===== config.mk =====
export PLATFORM = sky130hd
export DESIGN_NAME = muldiv_unit
export DESIGN_NICKNAME = d
export VERILOG_FILES = /design/src/rtl/muldiv_unit.sv
export SDC_FILE = /design/constraint.sdc
export NUM_CORES = 1
export LEC_CHECK = 0
export CAP_MARGIN = 20
export CORE_AREA = 2 2 148 150
export CTS_BUF_LIST = sky130_fd_sc_hd__clkbuf_16
export DETAILED_ROUTE_END_ITERATION = 8
export DIE_AREA = 0 0 150 152
export PLACE_DENSITY = 0.76
export SLEW_MARGIN = 20
export SYNTH_ARGS = -nofsm -noshare
export SYNTH_HDL_FRONTEND = slang
export SYNTH_SLANG_ARGS = --single-unit

===== constraint.sdc =====
create_clock -name clk -period 3.6 [get_ports clk]
set_input_delay 0.36 -clock clk [delete_from_list [all_inputs] [get_ports clk]]
set_output_delay 0.36 -clock clk [all_outputs]
set_load 0.05 [all_outputs]

===== src/rtl/muldiv_unit.sv =====
// ---------------------------------------------------------------------------
// muldiv_unit
// Iterative HI/LO multiply/divide unit in the style of a MIPS integer core.
// A multiply or divide runs one radix-2 step per cycle on operand magnitudes
// for WIDTH cycles. One FIX cycle then applies the sign correction and
// updates HI/LO. MTHI/MTLO write HI/LO directly when start is seen in IDLE.
//
// Configuration macro: MULDIV_DIVIDE_EN
//   Defined   : DIV/DIVU supported (restoring divider built).
//   Undefined : DIV/DIVU reported as illegal; no divide hardware.
//
// Ports
//   clk      in   sole clock, rising edge
//   rst_n    in   synchronous active-low reset
//   start    in   request valid, sampled only in IDLE
//   funct    in   [5:0] MULT 0x18, MULTU 0x19, DIV 0x1A, DIVU 0x1B,
//                 MTHI 0x11, MTLO 0x13
//   a        in   [WIDTH-1:0] rs / dividend / MTHI-MTLO data
//   b        in   [WIDTH-1:0] rt / divisor
//   busy     out  operation in flight (stall source)
//   done     out  one-cycle pulse, new hi/lo visible
//   illegal  out  one-cycle pulse, start with unsupported funct
//   hi, lo   out  [WIDTH-1:0] registered HI/LO
// ---------------------------------------------------------------------------
module muldiv_unit #(
    parameter int WIDTH = 32
) (
    input  logic             clk,
    input  logic             rst_n,
    input  logic             start,
    input  logic [5:0]       funct,
    input  logic [WIDTH-1:0] a,
    input  logic [WIDTH-1:0] b,
    output logic             busy,
    output logic             done,
    output logic             illegal,
    output logic [WIDTH-1:0] hi,
    output logic [WIDTH-1:0] lo
);

    localparam int              CW        = $clog2(WIDTH) + 1;
    localparam logic [CW-1:0]   LAST_ITER = CW'(WIDTH - 1);
    localparam logic [1:0]      S_IDLE    = 2'd0;
    localparam logic [1:0]      S_RUN     = 2'd1;
    localparam logic [1:0]      S_FIX     = 2'd2;
    localparam logic [5:0]      F_MULT    = 6'h18;
    localparam logic [5:0]      F_MULTU   = 6'h19;
    localparam logic [5:0]      F_DIV     = 6'h1A;
    localparam logic [5:0]      F_DIVU    = 6'h1B;
    localparam logic [5:0]      F_MTHI    = 6'h11;
    localparam logic [5:0]      F_MTLO    = 6'h13;

    logic [1:0]         r_state;
    logic [1:0]         w_state_nxt;
    logic [CW-1:0]      r_cnt;
    // Working register: multiply {partial product, multiplier},
    // divide {partial remainder, dividend/quotient}.
    logic [2*WIDTH-1:0] r_acc;
    logic [WIDTH-1:0]   r_opb;     // |b|: multiplicand or divisor
    logic               r_neg;     // negate product / quotient in FIX
    logic               r_busy;
    logic               r_done;
    logic               r_illegal;
    logic [WIDTH-1:0]   r_hi;
    logic [WIDTH-1:0]   r_lo;
`ifdef MULDIV_DIVIDE_EN
    logic               r_is_div;
    logic               r_neg_rem; // remainder takes the dividend's sign
    logic               r_dz;      // divide by zero: bypass the sign fix
    logic [WIDTH-1:0]   r_a;       // original dividend, returned in HI on /0
    logic [WIDTH:0]     w_rem_sh;
    logic [WIDTH:0]     w_sub;
    logic [2*WIDTH-1:0] w_div_step;
`endif

    logic               w_op_mul;
    logic               w_op_div;
    logic               w_op_signed;
    logic               w_op_mthi;
    logic               w_op_mtlo;
    logic               w_accept;
    logic               w_a_neg;
    logic               w_b_neg;
    logic [WIDTH-1:0]   w_a_mag;
    logic [WIDTH-1:0]   w_b_mag;
    logic [WIDTH:0]     w_add_sum;
    logic [2*WIDTH-1:0] w_mul_step;
    logic [2*WIDTH-1:0] w_step;
    logic [2*WIDTH-1:0] w_prod_fix;
    logic [WIDTH-1:0]   w_hi_fix;
    logic [WIDTH-1:0]   w_lo_fix;
    logic               w_busy_nxt;
    logic               w_done_nxt;
    logic               w_illegal_nxt;

    // Decode funct into operation classes.
    always_comb begin
        w_op_mul    = 1'b0;
        w_op_div    = 1'b0;
        w_op_signed = 1'b0;
        w_op_mthi   = 1'b0;
        w_op_mtlo   = 1'b0;
        case (funct)
            F_MULT:  begin w_op_mul = 1'b1; w_op_signed = 1'b1; end
            F_MULTU: begin w_op_mul = 1'b1; end
`ifdef MULDIV_DIVIDE_EN
            F_DIV:   begin w_op_div = 1'b1; w_op_signed = 1'b1; end
            F_DIVU:  begin w_op_div = 1'b1; end
`endif
            F_MTHI:  begin w_op_mthi = 1'b1; end
            F_MTLO:  begin w_op_mtlo = 1'b1; end
            default: begin w_op_mul = 1'b0; end
        endcase
    end

    // Operand magnitudes and acceptance of an iterative operation.
    always_comb begin
        w_accept = start && (r_state == S_IDLE) && (w_op_mul || w_op_div);
        w_a_neg  = w_op_signed & a[WIDTH-1];
        w_b_neg  = w_op_signed & b[WIDTH-1];
        w_a_mag  = w_a_neg ? -a : a;
        w_b_mag  = w_b_neg ? -b : b;
    end

    // One iteration step: shift-add multiply or restoring divide.
    always_comb begin
        w_add_sum  = {1'b0, r_acc[2*WIDTH-1:WIDTH]}
                   + (r_acc[0] ? {1'b0, r_opb} : {(WIDTH+1){1'b0}});
        w_mul_step = {w_add_sum, r_acc[WIDTH-1:1]};
`ifdef MULDIV_DIVIDE_EN
        // Shift {remainder, dividend msb} left, try subtracting the divisor.
        w_rem_sh   = r_acc[2*WIDTH-1:WIDTH-1];
        w_sub      = w_rem_sh - {1'b0, r_opb};
        if (w_sub[WIDTH]) begin
            w_div_step = {w_rem_sh[WIDTH-1:0], r_acc[WIDTH-2:0], 1'b0};
        end else begin
            w_div_step = {w_sub[WIDTH-1:0], r_acc[WIDTH-2:0], 1'b1};
        end
        w_step = r_is_div ? w_div_step : w_mul_step;
`else
        w_step = w_mul_step;
`endif
    end

    // Sign correction and result selection applied in FIX.
    always_comb begin
        w_prod_fix = r_neg ? -r_acc : r_acc;
        w_hi_fix   = w_prod_fix[2*WIDTH-1:WIDTH];
        w_lo_fix   = w_prod_fix[WIDTH-1:0];
`ifdef MULDIV_DIVIDE_EN
        if (r_dz) begin
            w_hi_fix = r_a;
            w_lo_fix = {WIDTH{1'b1}};
        end else if (r_is_div) begin
            w_hi_fix = r_neg_rem ? -r_acc[2*WIDTH-1:WIDTH] : r_acc[2*WIDTH-1:WIDTH];
            w_lo_fix = r_neg ? -r_acc[WIDTH-1:0] : r_acc[WIDTH-1:0];
        end else begin
            w_hi_fix = w_prod_fix[2*WIDTH-1:WIDTH];
        end
`endif
    end

    // FSM next state.
    always_comb begin
        w_state_nxt = r_state;
        case (r_state)
            S_IDLE:  w_state_nxt = w_accept ? S_RUN : S_IDLE;
            S_RUN:   w_state_nxt = (r_cnt == LAST_ITER) ? S_FIX : S_RUN;
            S_FIX:   w_state_nxt = S_IDLE;
            default: w_state_nxt = S_IDLE;
        endcase
    end

    // FSM outputs, computed one cycle ahead and registered.
    always_comb begin
        w_busy_nxt    = (w_state_nxt != S_IDLE);
        w_done_nxt    = (r_state == S_FIX);
        w_illegal_nxt = start && (r_state == S_IDLE)
                     && !(w_op_mul || w_op_div || w_op_mthi || w_op_mtlo);
    end

    // FSM state and status output registers.
    always_ff @(posedge clk) begin
        if (!rst_n) begin
            r_state   <= S_IDLE;
            r_busy    <= 1'b0;
            r_done    <= 1'b0;
            r_illegal <= 1'b0;
        end else begin
            r_state   <= w_state_nxt;
            r_busy    <= w_busy_nxt;
            r_done    <= w_done_nxt;
            r_illegal <= w_illegal_nxt;
        end
    end

    // Datapath: operand capture, iteration, HI/LO update.
    always_ff @(posedge clk) begin
        if (!rst_n) begin
            r_cnt     <= {CW{1'b0}};
            r_acc     <= {(2*WIDTH){1'b0}};
            r_opb     <= {WIDTH{1'b0}};
            r_neg     <= 1'b0;
            r_hi      <= {WIDTH{1'b0}};
            r_lo      <= {WIDTH{1'b0}};
`ifdef MULDIV_DIVIDE_EN
            r_is_div  <= 1'b0;
            r_neg_rem <= 1'b0;
            r_dz      <= 1'b0;
            r_a       <= {WIDTH{1'b0}};
`endif
        end else if (r_state == S_IDLE) begin
            if (w_accept) begin
                r_cnt     <= {CW{1'b0}};
                r_acc     <= {{WIDTH{1'b0}}, w_a_mag};
                r_opb     <= w_b_mag;
                r_neg     <= w_a_neg ^ w_b_neg;
`ifdef MULDIV_DIVIDE_EN
                r_is_div  <= w_op_div;
                r_neg_rem <= w_a_neg;
                r_dz      <= w_op_div && (b == {WIDTH{1'b0}});
                r_a       <= a;
`endif
            end
            if (start && w_op_mthi) begin
                r_hi <= a;
            end
            if (start && w_op_mtlo) begin
                r_lo <= a;
            end
        end else if (r_state == S_RUN) begin
            r_acc <= w_step;
            r_cnt <= r_cnt + {{(CW-1){1'b0}}, 1'b1};
        end else if (r_state == S_FIX) begin
            r_hi <= w_hi_fix;
            r_lo <= w_lo_fix;
        end else begin
            r_cnt <= r_cnt;
        end
    end

    assign busy    = r_busy;
    assign done    = r_done;
    assign illegal = r_illegal;
    assign hi      = r_hi;
    assign lo      = r_lo;

endmodule


== Word-level counts from Yosys, hierarchy flattened ==
Index checks and enable logic that the tools add are counted.
Word-level totals
  flip-flop bits (word level): 172
  input bits: 73
  output and inout bits: 67
  logic and storage cells: 71
Operators by class
  add/subtract/negate cells: 5
  eq/ne operators: 11
  multiplexer cells: 25
  bitwise gates (word level): 3
  reduce and logical (&&, ||, !) cells: 17
Operators by type and width (number)
  32-bit 2-to-1 mux: 11
  64-bit 2-to-1 mux: 4
  32-bit negation: 2
  64-bit negation: 1
  32-bit by 32-bit adder with 33-bit output: 1
  6-bit by 5-bit == test with 1-bit output (second input constant): 5
  6-bit 2-to-1 mux: 3
  6-bit by 1-bit adder with 6-bit output (second input constant): 1
  3-bit AND reduction: 2
  2-bit nonzero test: 3
  1-bit logical AND: 5
  1-bit 2-to-1 mux: 5
  2-bit by 1-bit != test with 1-bit output (second input constant): 2
  2-bit != test (second input constant): 2
  2-bit one-hot mux with 2 select lines: 1
  2-bit AND reduction: 2
  1-bit bitwise AND: 2
  2-bit by 1-bit == test with 1-bit output (second input constant): 1
  2-bit == test (second input constant): 1
  2-bit zero test: 1
  1-bit logical OR: 2
  2-bit 2-to-1 mux: 1
  2-bit OR reduction: 1
  1-bit zero test: 1
  1-bit bitwise XOR: 1

== Longest topological paths before layout ==
  depth after elaboration: 7
  gate-level depth with buffers: 14
  depth with buffers taken out: 12

== Least setup slack after synthesis ==
OpenSTA, ideal clock, no wires.
  path kind: reg-to-reg
  start point: register r_acc[0]
  end point: register r_acc[61]
  library setup time: 0.127 ns
  arrival time: 3.060 ns
  required time: 3.473 ns
  slack: 0.413 ns
  cell stages (with the launch flop): 13
  path buffers: 3
  period minus slack after synthesis: 3.187 ns
  cell sequence: dfxtp_1 -> clkbuf_1 -> clkbuf_1 -> and2_1 -> ha_1 -> clkbuf_1 -> a21o_1 -> o41ai_1 -> a21boi_0 -> o41ai_1 -> o21ai_0 -> and4_1 -> or3_1
Between the ends
  longest elaborated chain between the ends: 4
RTL lines
  start, declared: line 58  | logic [2*WIDTH-1:0] r_acc;
  start signal, assigned: line 201  | r_acc <= {(2*WIDTH){1'b0}};
  start signal, assigned: line 215  | r_acc <= {{WIDTH{1'b0}}, w_a_mag};
  start signal, assigned: line 232  | r_acc <= w_step;
  32-bit 2-to-1 mux: line 128  | + (r_acc[0] ? {1'b0, r_opb} : {(WIDTH+1){1'b0}});
  32-bit by 32-bit adder with 33-bit output: line 128
  64-bit 2-to-1 mux: line 231  | end else if (r_state == S_RUN) begin
  64-bit 2-to-1 mux: line 212  | end else if (r_state == S_IDLE) begin
No other way between the ends. The select of a mux whose other input is x is not followed.
A chain may end at the register's enable or synchronous reset.

== Worst setup path after layout ==
  start point: register r_acc[0]
  end point: register r_acc[55]
The elaborated chain is that of the path after synthesis.

==> results by group <==
Outcome
  • Outcome: finished clean

Global routing
  • Number of global-route vias before repair: 10690
  • First-pass GRT wire length: 54.77 mm
  • Total global routing track utilization: 0.2994
  • Largest net degree at the start of global routing: 72
  • Initial antenna violation count: 0
  • Gr ovfl total: 0

Critical path
  • Critical path launch point type: flip-flop
  • Worst setup EP type: flip-flop
  • Register-to-Register Path Depth: 13
  • RR Endpoint: r_acc[55]$_SDFFE_PN0P_
  • Worst Path Max Fanout: 12
  • Worst EP arrival: 3.64 ns
  • R2r setup slk: 0.25 ns
  • WP data required: 3.89 ns
  • Worst setup path class: flip-flop to flip-flop
  • Crit Reg-Reg Startpoint: r_acc[0]$_SDFFE_PN0P_

Yosys
  • Syn Area/Cell: 7.723 um2
  • Async SR Flop Fraction: 0
  • Area share of the largest cell type after synthesis: 0.3019
  • Count leader, synth: dfxtp_1
  • Seq cells post-synth: 172
  • Yosys warnings: 0
  • Largest family of logic cells by synthesized area: compound AO/OA/AOI/OAI gates
  • Synth top area cells: dfxtp_1, xor2_1, o21ai_0
  • Post-synthesis compound-gate area fraction: 0.2679
  • Dominant synthesized flop cell: dfxtp_1
  • Most frequent cells after synthesis: dfxtp_1, nand2_1, o21ai_0, nor2_1
  • Post-synthesis simple-gate area fraction: 0.2375
  • Mux cell area share after synthesis: 0.002632
  • EDFF count, synth: 0
  • Syn Inst Count: 1477
  • Syn_nets: 1587
  • Yosys cell types: 70
  • Mapped Area: 11410 um2
  • Largest area contributor in the netlist: dfxtp_1
  • Register area share after synthesis: 0.3019
  • Synth Area in XOR/XNOR: 0.1052
  • Adder-Cell Fraction of Synth Area: 0.04124

Run
  • Max-capacitance violation count: 0

Clock network
  • Number of CTS-inserted buffers: 17
  • H-Tree Depth: 4
  • Clock Latency Late Sink: 0.43 ns
  • Bufs on Longest Clock Path: 2
  • Root Buffer: clkbuf_16
  • Post-CTS Setup Repair Bufs: 0
  • CTS Sinks: 172
  • CTS tree: done
  • Clock transition at path regs: 0.07 ns

Drt
  • Detailed-route wire length per cell: 18.56 um
  • First DRT Iteration DRCs: 985
  • Routed vias/inst: 6.135
  • DRC viols: 0
  • DRT Pass-1 Iters: 7
  • Total Wirelength: 34.75 mm
  • Post-route antenna net violation count: 0
  • DR vias: 11490

STA
  • Fmax: 0.2985 GHz
  • RSZ-0062 raised after global routing: no
  • Relative slew slack: 0.2234
  • Fin Clk Skew: 0.008396 ns
  • Period minus WS final: 3.350 ns
  • Final setup viols: 0
  • Slew Viols, Final: 0
  • Setup TNS: 0 ns
  • Slew at the pin closest to its max-slew limit: 1.162 ns
  • Hold Vio Cnt, Final: 0
  • Period utilization: 0.9306

Floorplanning
  • Row count: 54
  • Die Y: 152 um
  • Initial Utilization: 0.5343
  • Die X: 150 um
  • Die Area: 22800 um2
  • Core area: 21350 um2
  • # IOs: 140

Place
  • Gpl congestion: 0.9680
  • Dpl hpwl: 26.05 mm
  • I/O Buffers: 139

Pwr
  • Max VDD drop: 0.2048 mV
  • PwrDens: 308.0 nW/um2
  • Leak pwr: 0.005544 uW

Final layout
  • Final net count: 1690
  • Util after Layout: 0.6424
  • Area Growth Syn to Fin: 20.24%
  • Fill count: 1954
  • Layout cell share with drive strength beyond 1: 0.06847
  • Antenna Cells: 0

Hold path
  • Endpoint, Worst Hold: r_opb[25]$_SDFFE_PN0P_
  • Min-delay src: r_opb[25]$_SDFFE_PN0P_
  • WHS Path Cells: 2
  • Worst Hold Class: flip-flop to flip-flop
## how the worst max path moves through the flow
stage,startpoint,endpoint,cells past startpoint
after detailed placement,r_acc[0]$_SDFFE_PN0P_,r_acc[61]$_SDFFE_PN0P_,10
final,r_acc[0]$_SDFFE_PN0P_,r_acc[55]$_SDFFE_PN0P_,13
after global routing,r_acc[0]$_SDFFE_PN0P_,r_acc[55]$_SDFFE_PN0P_,13
after global placement,r_acc[0]$_SDFFE_PN0P_,r_acc[61]$_SDFFE_PN0P_,11
after CTS,r_acc[0]$_SDFFE_PN0P_,r_acc[61]$_SDFFE_PN0P_,10
after floorplan,r_acc[0]$_SDFFE_PN0P_,r_acc[61]$_SDFFE_PN0P_,12
## power breakdown
part | total [uW] | leakage [uW] | switching [uW] | internal [uW]
logic | 465 | 0.00388 | 277 | 189
clock network | 1830 | 0.000273 | 805 | 1020
registers | 1930 | 0.00139 | 15.9 | 1920
## layer usage
layer / vias to the layer above / share of wire / track usage
met3: 98 / 0.064 / 0.03874
met1: 5320 / 0.44 / 0.3961
met4: 0 / 0.040 / 0.1456
met5: - / 0 / 0
li1: 5565 / - / -
met2: 502 / 0.46 / 0.4801
## state kept, by name (all words and copies together) (netlist names)
name     count
r_cnt        6
r_acc       64
lo          32
busy         1
hi          32
r_opb       32
r_state      2
done         1
r_neg        1
illegal      1
## worst max-delay path: stages (launching register included)
cell      delay [ns]
dfxtp_1         0.54
and2_1          0.20
ha_1            0.17
inv_1           0.05
fa_1            0.37
nand2b_1        0.19
a21oi_1         0.23
o211ai_1        0.17
a21boi_0        0.40
buf_4           0.22
a41oi_1         0.13
o21ai_0         0.32
xnor2_1         0.15
o21ai_0         0.08
## placed cells by master, fill, tap and decap left out, types with 4 or more instances in the layout
cell and count:
clkbuf_16 17, nand4b_1 4, a21o_1 23, nor4_1 14, ha_1 36, xor2_1 81, and4_1 4, a22o_1 4
nor2b_1 45, clkdlybuf4s50_1 138, nand2b_1 9, o211a_1 26, o21ai_0 121, nand4_1 11, a21boi_0 14, nand2_1 159
and2_1 39, a32oi_1 4, a22oi_1 23, a41oi_1 6, nor3_1 24, inv_1 22, o21bai_1 4, xnor2_1 56
buf_4 52, or2_2 7, o31a_1 4, or3_1 23, o32ai_1 5, nand3_1 37, a21oi_1 99, and3_1 5
a211oi_1 25, o31ai_1 39, o41ai_1 14, nor2_1 115, o211ai_1 23, dfxtp_1 171, a31oi_1 9, or4_1 19
## metrics by stage
| stage | area [um2] | instances | hold WS [ns] | power (uW) | setup WS (ns) |
|---|---|---|---|---|---|
| CTS | 13710 | 1872 | 0.4334 | 4225 | 0.09591 |
| global route | 13720 | 1872 | 0.4727 | 4339 | 0.005143 |
| detailed placement | 13140 | 1841 | 0.4338 | 2430 | 0.1821 |
| global placement | 13140 | 1841 | 0.4312 | 2425 | 0.2175 |
| floorplan | 11410 | 1477 | 0.4167 | 2208 | 0.4133 |
| finish | 13720 | 1872 | 0.4449 | 4224 | 0.2499 |
## timing repair
action | CTS | global route
hold buffers | 0 | 0
endpoints found under the setup margin | 0 | 1
resized for setup | 0 | 1
## area by class of cell
type | instances | area (um2) | area share
Multi-Input combinational cell | 1177 | 7495 | 0.5464
Sequential cell | 172 | 3445 | 0.2511
Timing Repair Buffer | 190 | 1772 | 0.1292
Clock buffer | 17 | 425.4 | 0.03102
Tap cell | 280 | 350.3 | 0.02554
Clock inverter | 14 | 146.4 | 0.01067
Inverter | 22 | 82.58 | 0.006021
## logic make-up (layout without fill, tap and decap cells)
group           after synthesis  in the layout
simple gates                537            537
compound gates              463            463
flops                       172            172
xor+xnor                    137            137
buf+inv                     128            243
fa+ha+maj                    37             37
mux                           3              3
Power figures use the tool's default switching activity.
